==> config.mk <==
export PLATFORM = sky130hd
export DESIGN_NAME = mmcm_reconfig_ctrl
export DESIGN_NICKNAME = d
export VERILOG_FILES = /design/src/rtl/mmcm_reconfig_ctrl.sv
export SDC_FILE = /design/constraint.sdc
export NUM_CORES = 1
export LEC_CHECK = 0
export CAP_MARGIN = 40
export CORE_ASPECT_RATIO = 1.2
export CORE_UTILIZATION = 35
export DETAILED_ROUTE_END_ITERATION = 6
export HOLD_SLACK_MARGIN = 0.08
export SYNTH_ARGS = -nofsm -noshare
export SYNTH_HDL_FRONTEND = slang
export SYNTH_SLANG_ARGS = --single-unit
==> constraint.sdc <==
create_clock -name clk -period 2.93 [get_ports clk]
set_clock_uncertainty 0.1 [all_clocks]
set_input_delay 0.586 -clock clk [delete_from_list [all_inputs] [get_ports clk]]
set_output_delay 0.586 -clock clk [all_outputs]
set_load 0.01 [all_outputs]
==> src/rtl/mmcm_reconfig_ctrl.sv <==
// MMCM dynamic reconfiguration controller: read-modify-writes a ROM profile over DRP
// while holding the MMCM in reset, then gates the core reset on a settled lock.
module mmcm_reconfig_ctrl #(
  parameter int NUM_REGS     = 8,
  parameter int SETTLE       = 16,
  parameter int LOCK_TIMEOUT = 65535,
  parameter int DRP_TIMEOUT  = 64
) (
  input  logic        clk,
  input  logic        rst_n,
  input  logic        cfg_req,
  input  logic [1:0]  cfg_sel,
  output logic        busy,
  output logic        done,
  output logic        err,
  output logic [4:0]  rom_addr,
  input  logic [38:0] rom_data,
  output logic [6:0]  drp_addr,
  output logic [15:0] drp_di,
  input  logic [15:0] drp_do,
  output logic        drp_en,
  output logic        drp_we,
  input  logic        drp_rdy,
  output logic        mmcm_rst,
  input  logic        mmcm_locked,
  output logic        sys_rst_n
);

  localparam int TMAX = (LOCK_TIMEOUT > DRP_TIMEOUT) ? LOCK_TIMEOUT : DRP_TIMEOUT;
  localparam int TW   = $clog2(TMAX + 1);
  localparam int SW   = $clog2(SETTLE + 1);
  localparam logic [TW-1:0] DRP_LAST  = TW'(DRP_TIMEOUT - 1);
  localparam logic [TW-1:0] LOCK_LAST = TW'(LOCK_TIMEOUT - 1);
  localparam logic [SW-1:0] SETTLE_N  = SW'(SETTLE);
  localparam logic [2:0]    LAST_IDX  = 3'(NUM_REGS - 1);

  typedef enum logic [3:0] {
    IDLE, ASSERT_RST, FETCH, RD, WAIT_RD, WR, WAIT_WR, RELEASE, WAIT_LOCK
  } state_t;

  state_t        state;
  logic          lock_meta, lock_sync;
  logic [1:0]    sel;
  logic [2:0]    idx;
  logic          fetch_wait;
  logic [15:0]   rom_mask, rom_wdata;
  logic [TW-1:0] tmo_cnt;
  logic [SW-1:0] settle_cnt, settle_nxt;

  always_ff @(posedge clk or negedge rst_n) begin
    if (!rst_n) begin
      lock_meta <= 1'b0;
      lock_sync <= 1'b0;
    end else begin
      lock_meta <= mmcm_locked;
      lock_sync <= lock_meta;
    end
  end

  // Settle count only runs while idle with a continuous lock; any drop restarts it.
  always_comb begin
    settle_nxt = '0;
    if (state == IDLE && lock_sync)
      settle_nxt = (settle_cnt == SETTLE_N) ? settle_cnt : settle_cnt + 1'b1;
  end

  always_ff @(posedge clk or negedge rst_n) begin
    if (!rst_n) begin
      settle_cnt <= '0;
      sys_rst_n  <= 1'b0;
    end else begin
      settle_cnt <= settle_nxt;
      sys_rst_n  <= (state == IDLE) && !cfg_req && (settle_nxt == SETTLE_N);
    end
  end

  always_ff @(posedge clk or negedge rst_n) begin
    if (!rst_n) begin
      state      <= IDLE;
      busy       <= 1'b0;
      done       <= 1'b0;
      err        <= 1'b0;
      rom_addr   <= '0;
      drp_addr   <= '0;
      drp_di     <= '0;
      drp_en     <= 1'b0;
      drp_we     <= 1'b0;
      mmcm_rst   <= 1'b0;
      sel        <= '0;
      idx        <= '0;
      fetch_wait <= 1'b0;
      rom_mask   <= '0;
      rom_wdata  <= '0;
      tmo_cnt    <= '0;
    end else begin
      done <= 1'b0;
      case (state)
        IDLE: if (cfg_req) begin
          sel      <= cfg_sel;
          err      <= 1'b0;
          idx      <= '0;
          busy     <= 1'b1;
          mmcm_rst <= 1'b1;
          state    <= ASSERT_RST;
        end
        ASSERT_RST: begin
          rom_addr   <= {sel, idx};
          fetch_wait <= 1'b1;
          state      <= FETCH;
        end
        // First FETCH cycle lets the registered ROM catch up; the second consumes its word.
        FETCH: if (fetch_wait) begin
          fetch_wait <= 1'b0;
        end else begin
          drp_addr  <= rom_data[38:32];
          rom_mask  <= rom_data[31:16];
          rom_wdata <= rom_data[15:0];
          drp_en    <= 1'b1;
          drp_we    <= 1'b0;
          state     <= RD;
        end
        RD: begin
          drp_en  <= 1'b0;
          tmo_cnt <= '0;
          state   <= WAIT_RD;
        end
        WAIT_RD: if (drp_rdy) begin
          drp_di <= (drp_do & rom_mask) | (rom_wdata & ~rom_mask);
          drp_en <= 1'b1;
          drp_we <= 1'b1;
          state  <= WR;
        end else if (tmo_cnt == DRP_LAST) begin
          err      <= 1'b1;
          done     <= 1'b1;
          busy     <= 1'b0;
          mmcm_rst <= 1'b0;
          state    <= IDLE;
        end else begin
          tmo_cnt <= (tmo_cnt == '1) ? tmo_cnt : tmo_cnt + 1'b1;
        end
        WR: begin
          drp_en  <= 1'b0;
          drp_we  <= 1'b0;
          tmo_cnt <= '0;
          state   <= WAIT_WR;
        end
        WAIT_WR: if (drp_rdy) begin
          idx <= idx + 3'd1;
          if (idx == LAST_IDX) begin
            mmcm_rst <= 1'b0;
            state    <= RELEASE;
          end else begin
            rom_addr   <= {sel, idx + 3'd1};
            fetch_wait <= 1'b1;
            state      <= FETCH;
          end
        end else if (tmo_cnt == DRP_LAST) begin
          err      <= 1'b1;
          done     <= 1'b1;
          busy     <= 1'b0;
          mmcm_rst <= 1'b0;
          state    <= IDLE;
        end else begin
          tmo_cnt <= (tmo_cnt == '1) ? tmo_cnt : tmo_cnt + 1'b1;
        end
        RELEASE: begin
          tmo_cnt <= '0;
          state   <= WAIT_LOCK;
        end
        WAIT_LOCK: if (lock_sync) begin
          done  <= 1'b1;
          busy  <= 1'b0;
          state <= IDLE;
        end else if (tmo_cnt == LOCK_LAST) begin
          err   <= 1'b1;
          done  <= 1'b1;
          busy  <= 1'b0;
          state <= IDLE;
        end else begin
          tmo_cnt <= (tmo_cnt == '1) ? tmo_cnt : tmo_cnt + 1'b1;
        end
        default: state <= IDLE;
      endcase
    end
  end

endmodule

==> results.json <==
{
  "avgSynthCellArea_um2": 11.5,
  "grt_pass1_wl_um": 18400,
  "track_usage_pct": 17.3,
  "ant_nets": 0,
  "period_minus_slack_ns": 2.53,
  "tightest_slew_ns": 0.855,
  "fin_setup_tns_ns": 0,
  "fp-row-count": 45,
  "drive_gt1_share_pct": 17.0,
  "grt_max_degree": 51,
  "crit_fanout": 22,
  "hp-class": "primary input to asynchronous set/reset pin",
  "area_delta_synth_final_pct": 32.0,
  "slew_headroom_pct": 43.0,
  "synthCells": 400,
  "cts_made_buffers": 9,
  "ys_types": 48,
  "synth-seq-area-share_pct": 54.3,
  "final-hold-violation-count": 0,
  "path_clk_slew_ns": 0.07,
  "fmax_ghz": 0.396,
  "cellLeakagePower_uw": 0.00255,
  "drtIter0Drc": 210,
  "finalWirelength_um": 10800,
  "die_h_um": 128,
  "cts.sink_count": 100,
  "ctsHtreeMaxLevel": 3,
  "design.portCount": 97,
  "drcViolationCount": 0,
  "fillers": 1171,
  "yosysWarnings": 0,
  "die_w_um": 107,
  "fin_ws_ns": 0.402,
  "place_hpwl_um": 7800,
  "fin_hold_ws_ns": 0.169,
  "ys_ff_latch": 100,
  "report.final.slew_viol_count": 0,
  "finalSetupViolCount": 0,
  "pwr_density_cell_mw_per_mm2": 886,
  "synth-edff-count": 0,
  "ir_drop_uv": 490,
  "core_mm2": 0.0127,
  "grt-ovfl-total": 0,
  "clockBufferDepth": 2,
  "path_class": "flip-flop to flip-flop",
  "start_util_pct": 36.2,
  "cp-end-kind": "flip-flop",
  "outcome": "completed",
  "grt_antenna_before_repair": 0,
  "cts_setup_buffers": 0,
  "layout.nets": 570,
  "io_buffers": 96,
  "root_buffer": "clkbuf_16",
  "dr.pass1.iters": 4,
  "wl_per_cell_um": 16.2,
  "cts_tree": "done",
  "synth_nets": 469,
  "ys_async_sr_fraction_pct": 100,
  "maxCapViolations": 0,
  "rsz0062_at_grt": "false",
  "clk-insertion-delay-late_ns": 0.34,
  "pre_cts_ws_ns": 0.288,
  "gp_congestion": 0.797,
  "die-area_mm2": 0.0136,
  "num_vias": 3488,
  "critPathLaunchType": "flip-flop",
  "synth.cell_area_mm2": 0.00461,
  "antenna_cells": 0,
  "viasPerCell": 5.21,
  "cts_hold_buf": 0,
  "period_share_pct": 86.3,
  "grt_pass1_vias": 3729,
  "cts.repair.resized": 0,
  "synth_ff_type": "dfrtp_1",
  "worst_ep_required_time_ns": 3.06,
  "cp.arrival_ns": 2.66
}
==> layer usage <==
layer	part of all wire [%]	up-vias	track usage, %	wire length, um
li1	-	1673	-	-
met1	44	1713	21.3	4800
met2	48	93	28.3	5190
met3	6.5	9	5.54	700
met4	1.4	0	6.85	156
met5	0	-	0	0
==> final timing paths <==
path,slack [ns],start,cells past startpoint,end
max in group asynchronous,1.82,rst_n,2,drp_di[10]$_DFFE_PN0P_
setup reg to reg,0.40,tmo_cnt[12]$_DFFE_PN0P_,6,tmo_cnt[13]$_DFFE_PN0P_
setup / recovery,0.40,tmo_cnt[12]$_DFFE_PN0P_,6,tmo_cnt[13]$_DFFE_PN0P_
hold / removal,0.17,rst_n,1,done$_DFF_PN0_
hold reg to reg,0.25,lock_meta$_DFF_PN0_,0,lock_sync$_DFF_PN0_
min in group clk,0.25,lock_meta$_DFF_PN0_,0,lock_sync$_DFF_PN0_
==> Yosys cell counts (2+ instances only) <==
cell type | count | share of area (%)
mux2i_1 | 17 | 3.7
nand2_1 | 30 | 2.4
clkbuf_1 | 15 | 1.2
buf_6 | 2 | 0.49
nand4_1 | 4 | 0.54
a21o_1 | 2 | 0.33
nor4_1 | 7 | 0.95
o22ai_1 | 2 | 0.27
and4_1 | 4 | 0.76
or4_1 | 12 | 2.0
and2_1 | 5 | 0.68
ha_1 | 7 | 1.9
o21ai_0 | 24 | 2.6
inv_1 | 8 | 0.65
o21a_1 | 3 | 0.49
nand3_1 | 12 | 1.3
buf_2 | 5 | 0.54
a22o_1 | 2 | 0.38
and3_1 | 5 | 0.68
o211ai_1 | 3 | 0.49
a21oi_1 | 17 | 1.8
o31a_1 | 3 | 0.57
nor2_1 | 17 | 1.4
a41oi_1 | 3 | 0.57
xor2_1 | 2 | 0.38
nor3_1 | 7 | 0.76
mux2_2 | 48 | 12
nand2b_1 | 4 | 0.54
o31ai_1 | 10 | 1.6
dfrtp_1 | 100 | 54
xnor2_1 | 3 | 0.57
==> power by group <==
| part | leakage [uW] | switching (uW) | total (uW) | internal, uW |
|---|---|---|---|---|
| Sequential | 0.00126 | 294 | 2170 | 1870 |
| Combinational | 0.00115 | 945 | 2050 | 1100 |
| Clock | 0.000138 | 515 | 1170 | 657 |
| Total | 0.00255 | 1750 | 5390 | 3630 |
==> kinds of logic (layout without fill, tap and decap cells) <==
family / after synthesis / count (layout) / share of synthesized area [%]
AO/OA/AOI/OAI: 78 / 78 / 11.0
XOR/XNOR: 5 / 5 / 0.951
adder cells (fa/ha/maj): 7 / 7 / 1.90
buffers and inverters: 30 / 135 / 2.91
flip-flops: 100 / 100 / 54.3
multiplexers: 65 / 65 / 15.4
AND/OR/NAND/NOR: 115 / 115 / 13.5
==> cell usage in the layout (no fill, tap or decap), types with 2 or more instances in the layout <==
cell             count
nand4_1              4
xor2_1               2
mux2i_1             17
ha_1                 7
o31a_1               3
or4_1               12
dfrtp_1            100
a21oi_1             17
o21ai_0             24
clkbuf_16            9
inv_1                8
and4_1               4
buf_4               17
a41oi_1              3
a21o_1               2
xnor2_1              3
nand2_1             30
a22o_1               2
and2_1               5
nor2_1              17
o21a_1               3
o211ai_1             3
o31ai_1             10
clkinv_2             2
nand3_1             12
nor4_1               6
o22ai_1              2
clkinvlp_4           2
clkdlybuf4s50_1     95
mux2_2              48
nor3_1               7
and3_1               5
nand2b_1             4
==> state kept, by name, indices dropped and copies added (netlist names), 2 cells and up <==
register and cells:
state 4, rom_addr 5, idx 3, rom_mask 16
rom_wdata 16, settle_cnt 5, tmo_cnt 16, sel 2
drp_di 16, drp_addr 7
==> critical path, cell delays in order, from the launching register on <==
cell,delay [ns]
dfrtp_1,0.45
nor4_1,0.43
a41oi_1,0.26
o221ai_2,0.72
buf_4,0.24
nor3_1,0.05
o21a_1,0.17
==> layout make-up <==
class / count / area, um^2 / area share, %
well taps: 164 / 205 / 3.37
flip-flops and latches: 100 / 2500 / 41.1
clock inverters: 6 / 63.8 / 1.05
multi-input cells: 270 / 1980 / 32.5
clock buffers: 9 / 225 / 3.70
repair buffers: 112 / 1080 / 17.7
inverters: 8 / 30.0 / 0.494
==> per-stage QoR <==
stage / instance area (um^2) / util (%) / instances / total power, uW
after floorplan: 4610 / - / 400 / 3410
after global placement: 5790 / 45.5 / 654 / 4190
after detailed placement: 5790 / 45.5 / 654 / 4260
after CTS: 6080 / 47.8 / 669 / 5450
after global routing: 6080 / 47.8 / 669 / 5760
final: 6080 / 47.8 / 669 / 5390
Power figures use the tool's default switching activity.
